`config.mk`:
```
export PLATFORM = sky130hd
export DESIGN_NAME = instr_fetch_queue
export DESIGN_NICKNAME = d
export VERILOG_FILES = /design/src/rtl/instr_fetch_queue.sv
export SDC_FILE = /design/constraint.sdc
export NUM_CORES = 1
export LEC_CHECK = 0
export BUFFER_PORTS_ARGS = -buffer_cell sky130_fd_sc_hd__buf_2
export CORE_MARGIN = 2
export CORE_UTILIZATION = 35
export DETAILED_ROUTE_END_ITERATION = 10
export PLACE_DENSITY_LB_ADDON = 0.3
export SYNTH_ARGS = -nofsm -noshare
export SYNTH_HDL_FRONTEND = slang
export SYNTH_SLANG_ARGS = --single-unit
```
`constraint.sdc`:
```
create_clock -name clk -period 11.8 [get_ports clk]
set_input_delay 0 -clock clk [delete_from_list [all_inputs] [get_ports clk]]
set_output_delay 0 -clock clk [all_outputs]
set_load 0.02 [all_outputs]
```
`src/rtl/instr_fetch_queue.sv`:
```
// Instruction fetch front-end: issues word fetches, buffers {pc, instr} pairs in a
// small FIFO for decode, and flushes/discards stale responses on control-flow redirects.
module instr_fetch_queue #(
  parameter int          DEPTH    = 4,
  parameter logic [31:0] RESET_PC = 32'h0000_0000
) (
  input  logic                     clk,
  input  logic                     reset,
  output logic                     imem_req_valid,
  input  logic                     imem_req_ready,
  output logic [31:0]              imem_req_addr,
  input  logic                     imem_rsp_valid,
  input  logic [31:0]              imem_rsp_data,
  output logic                     instr_valid,
  input  logic                     instr_ready,
  output logic [31:0]              instr_out,
  output logic [31:0]              instr_pc,
  input  logic                     redirect_valid,
  input  logic [31:0]              redirect_pc,
  output logic [$clog2(DEPTH):0]   queue_count
);

  localparam int AW = $clog2(DEPTH);
  localparam int CW = AW + 1;
  localparam logic [CW:0] DEPTH_W = (CW+1)'(DEPTH);

  logic [31:0]   fetch_pc;
  logic [31:0]   rsp_pc;
  logic [CW-1:0] count;
  logic [CW-1:0] outstanding;
  logic [CW-1:0] drop_cnt;
  logic [AW-1:0] head;
  logic [AW-1:0] tail;
  logic [31:0]   pc_mem   [DEPTH];
  logic [31:0]   data_mem [DEPTH];

  logic [CW:0]   credits_used;
  logic          req_fire;
  logic          rsp_fire;
  logic          keep;
  logic          pop;
  logic [31:0]   redirect_aligned;

  // Every queued entry and every in-flight request holds one credit, so a kept
  // response always has a free slot waiting for it.
  always_comb begin
    credits_used     = {1'b0, outstanding} + {1'b0, count};
    imem_req_valid   = !reset && !redirect_valid && (credits_used < DEPTH_W);
    req_fire         = imem_req_valid && imem_req_ready;
    rsp_fire         = imem_rsp_valid && (outstanding != '0);
    keep             = rsp_fire && (drop_cnt == '0) && !redirect_valid;
    pop              = instr_valid && instr_ready && !redirect_valid;
    redirect_aligned = {redirect_pc[31:2], 2'b00};
  end

  assign imem_req_addr = fetch_pc;
  assign instr_valid   = (count != '0);
  assign instr_out     = data_mem[head];
  assign instr_pc      = pc_mem[head];
  assign queue_count   = count;

  always_ff @(posedge clk or posedge reset) begin
    if (reset) begin
      fetch_pc    <= RESET_PC;
      rsp_pc      <= RESET_PC;
      count       <= '0;
      outstanding <= '0;
      drop_cnt    <= '0;
      head        <= '0;
      tail        <= '0;
      pc_mem      <= '{default: '0};
      data_mem    <= '{default: '0};
    end else begin
      outstanding <= outstanding + CW'(req_fire) - CW'(rsp_fire);
      if (redirect_valid) begin
        // Anything still in flight after this edge belongs to the old path;
        // a response landing in this very cycle is dropped by not keeping it.
        fetch_pc <= redirect_aligned;
        rsp_pc   <= redirect_aligned;
        count    <= '0;
        head     <= tail;
        drop_cnt <= outstanding - CW'(rsp_fire);
      end else begin
        if (req_fire) fetch_pc <= fetch_pc + 32'd4;
        if (rsp_fire && (drop_cnt != '0)) drop_cnt <= drop_cnt - CW'(1);
        if (keep) begin
          pc_mem[tail]   <= rsp_pc;
          data_mem[tail] <= imem_rsp_data;
          tail           <= tail + AW'(1);
          rsp_pc         <= rsp_pc + 32'd4;
        end
        if (pop) head <= head + AW'(1);
        count <= count + CW'(keep) - CW'(pop);
      end
    end
  end

endmodule

```
==> results.cfg <==
[status]
status = finished clean

[worst_setup_path]
crit_chain = ha_1 -> nor3_2 -> and4_1 -> inv_2 -> ha_1 -> inv_1 -> ha_1 -> fa_1 -> xnor2_1 -> xnor2_1
critical_path.max_stage_delay_ns = 0.69
worstReg2RegEnd = outstanding[2]
r2r_start = outstanding[2]
cp_common_cell = ha_1
path_buf_inv = 2
slowest_stage = and4_1
rr_worst_depth = 10
crit_arrival_ns = 3.75
critical_path_class = reg -> reg
crit_path_end_kind = flop
rrSetupSlack_ns = 8.48
critical_path.startpoint_type = flop
crit_required_ns = 12.23
crit_family = adder cells
cp_max_fo = 21

[synth]
yosysWarnings = 0
synthFlopType = dfrtp_1
yosysSeqAreaShare = 0.503
synthCells = 1070
netlist_area_um2 = 16000
async_flop_share = 1.00
synth.distinct_cells = 52
synth-seq-cells = 321
synth_area_per_cell_um2 = 14.9
synth_edf_count = 0

[final_layout]
layout_common_cells = 319 x dfrtp_1, 219 x mux2_4, 164 x buf_2, 65 x dlygate4sd3_1, 62 x mux4_2
final_common_cell = dfrtp_1
layout.nets = 1367
layout.cells.non_filler = 1909
antenna_cells = 0
utilization = 0.421
area_growth_syn_to_layout_pct = 19.1
stdcell_area_um2 = 19000
drive_gt1_frac = 0.433

[die]
die_h_um = 218
ios = 171
die-area_um2 = 47400
die_x_um = 218
start_util = 0.353
core_area_um2 = 45200
rows = 78

[power_and_ir_drop]
clock_power_share = 0.261
pwr-share-seq = 0.391
leakage_nw = 8.62
switching_share = 0.321
p_sw_w = 0.00147
p_int_w = 0.00310
comb_power_share = 0.348
ir_drop_uv = 126
power.density_nw_per_um2 = 240

[timing]
final-setup-viol-count = 0
timing.fmax_ghz = 0.301
fin_setup_tns_ns = 0
hold_viol_final = 0
worst_slack_ns = 8.48
post-route-period-util = 0.281
worstMarginPinSlew_ns = 0.957
relSlewSlack = 0.360
rsz0062_at_grt = false
skew_ns = 0.0121
layout_min_cycle_time_ns = 3.32
maxSlewViolCount = 0

[clock_tree]
cts_max_level = 2
cts_buffers = 39
clk_pin_slew_ns = 0.06
clk_latency_ns = 0.54
root_buffer = clkbuf_16
cts_buffer_depth = 3
cts_tree = yes
cts_sinks = 321

[global_route]
antenna_found_initial = 0
grt_pass1_vias = 10185
groute.usage.overall = 0.164
grt_pass1_wl_mm = 60.8
overflow = 0
grt_max_degree = 120

[placed_design]
io_buffers = 164
pre_cts_slack_ns = 8.47
place_area_um2 = 17100
gp_congestion = 0.782
dp_hpwl_mm = 23.2
dp.cells = 1773

[detailed_routing]
drtAntennaViolNets = 0
via_per_inst = 5.03
drtIter0Drc = 540
vias = 9596
wl_per_cell_um = 19.9
drc = 0
drt-total-wl_mm = 38.0
first_pass_iters = 4

[job]
maxCapViolations = 0

[min_path]
min_from = redirect_valid
worstHoldPathCells = 3
hold_class = in -> reg
worstHoldEndpoint = queue_count[0]
==> worst min-delay path, stage by stage <==
cell	delay, ns
buf_2	0.09
buf_4	0.31
nor2b_1	0.18
==> through the flow <==
step | total power [W] | hold WS (ns)
finish | 0.00456 | 0.0938
detailed placement | 0.00339 | 0.253
floorplan | 0.00295 | 0.120
global placement | 0.00335 | 0.250
CTS | 0.00463 | 0.0647
global route | 0.00482 | 0.115
==> power by group through the flow <==
stage,Sequential (W),Combinational [W],Clock [W]
detailed placement,0.00179,0.00160,0
floorplan,0.00168,0.00128,0
finish,0.00178,0.00159,0.00119
global route,0.00184,0.00171,0.00127
CTS,0.00179,0.00162,0.00123
global placement,0.00178,0.00157,0
==> area by class of cell <==
class                           instances  area [um^2]
Clock buffer                           61         1150
Clock inverter                         10          108
Fill cell                            4154        26200
Inverter                               17         71.3
Multi-Input combinational cell        661         7350
Sequential cell                       321         8040
Tap cell                              600          751
Timing Repair Buffer                  239         1550
==> cell usage after synthesis (8+ instances only) <==
cell type  instances  area [um^2]
nor3_1             8         40.0
mux2_4           219         3290
nand4_1           24          150
mux2_2            33          372
xnor2_1           15          131
clkbuf_1          23         86.3
inv_1             15         56.3
nor2_1            22         82.6
dfrtp_1          321         8030
and3_1             9         56.3
xor2_1            28          245
buf_2             14         70.1
mux4_2            62         1400
o21ai_0           37          185
o311ai_0           8         70.1
or3_1              8         50.1
ha_1              16          200
nand2_1           60          225
buf_6             31          349
o211ai_1          12         90.1
nand3_1           32          160
==> sequential cells by signal (all words and copies together), names as in the netlist <==
signal	flops
data_mem	128
tail	2
head	2
rsp_pc	30
pc_mem	120
queue_count	3
imem_req_addr	30
drop_cnt	3
outstanding	3
==> routing by layer <==
metal  track usage  wire length [um]  part of all wire  up-vias
met2         0.251             17200              0.45      212
met5             0                 0                 0        -
li1              -                 -                 -     4326
met3        0.0307              1740             0.046       49
met4        0.0473               792             0.021        0
met1         0.236             18300              0.48     5009
==> logic make-up after synthesis <==
logic type / share of synthesized area
compound gates: 0.0327
simple gates: 0.0707
other cells: 0.000235
xor+xnor: 0.0236
flops: 0.503
fa+ha+maj: 0.0150
buf+inv: 0.0382
mux: 0.317
==> worst max path at each step <==
stage	start	to	slack, ns	cells past startpoint
after global routing	outstanding[2]	outstanding[2]	8.21	10
after CTS	outstanding[2]	outstanding[2]	8.44	10
after detailed placement	outstanding[2]	outstanding[2]	8.47	10
after floorplan	reset	data_mem[0]	2.92	1
after global placement	outstanding[2]	outstanding[2]	8.45	10
final	outstanding[2]	outstanding[2]	8.48	10
==> timing repair <==
item | in CTS | in global routing
hold buffers | 65 | 0
hold endpoints to repair | 307 | 0
setup buffers | 0 | 0
gates resized for setup | 0 | 0
No activity file was read; power rests on OpenSTA's default activity.
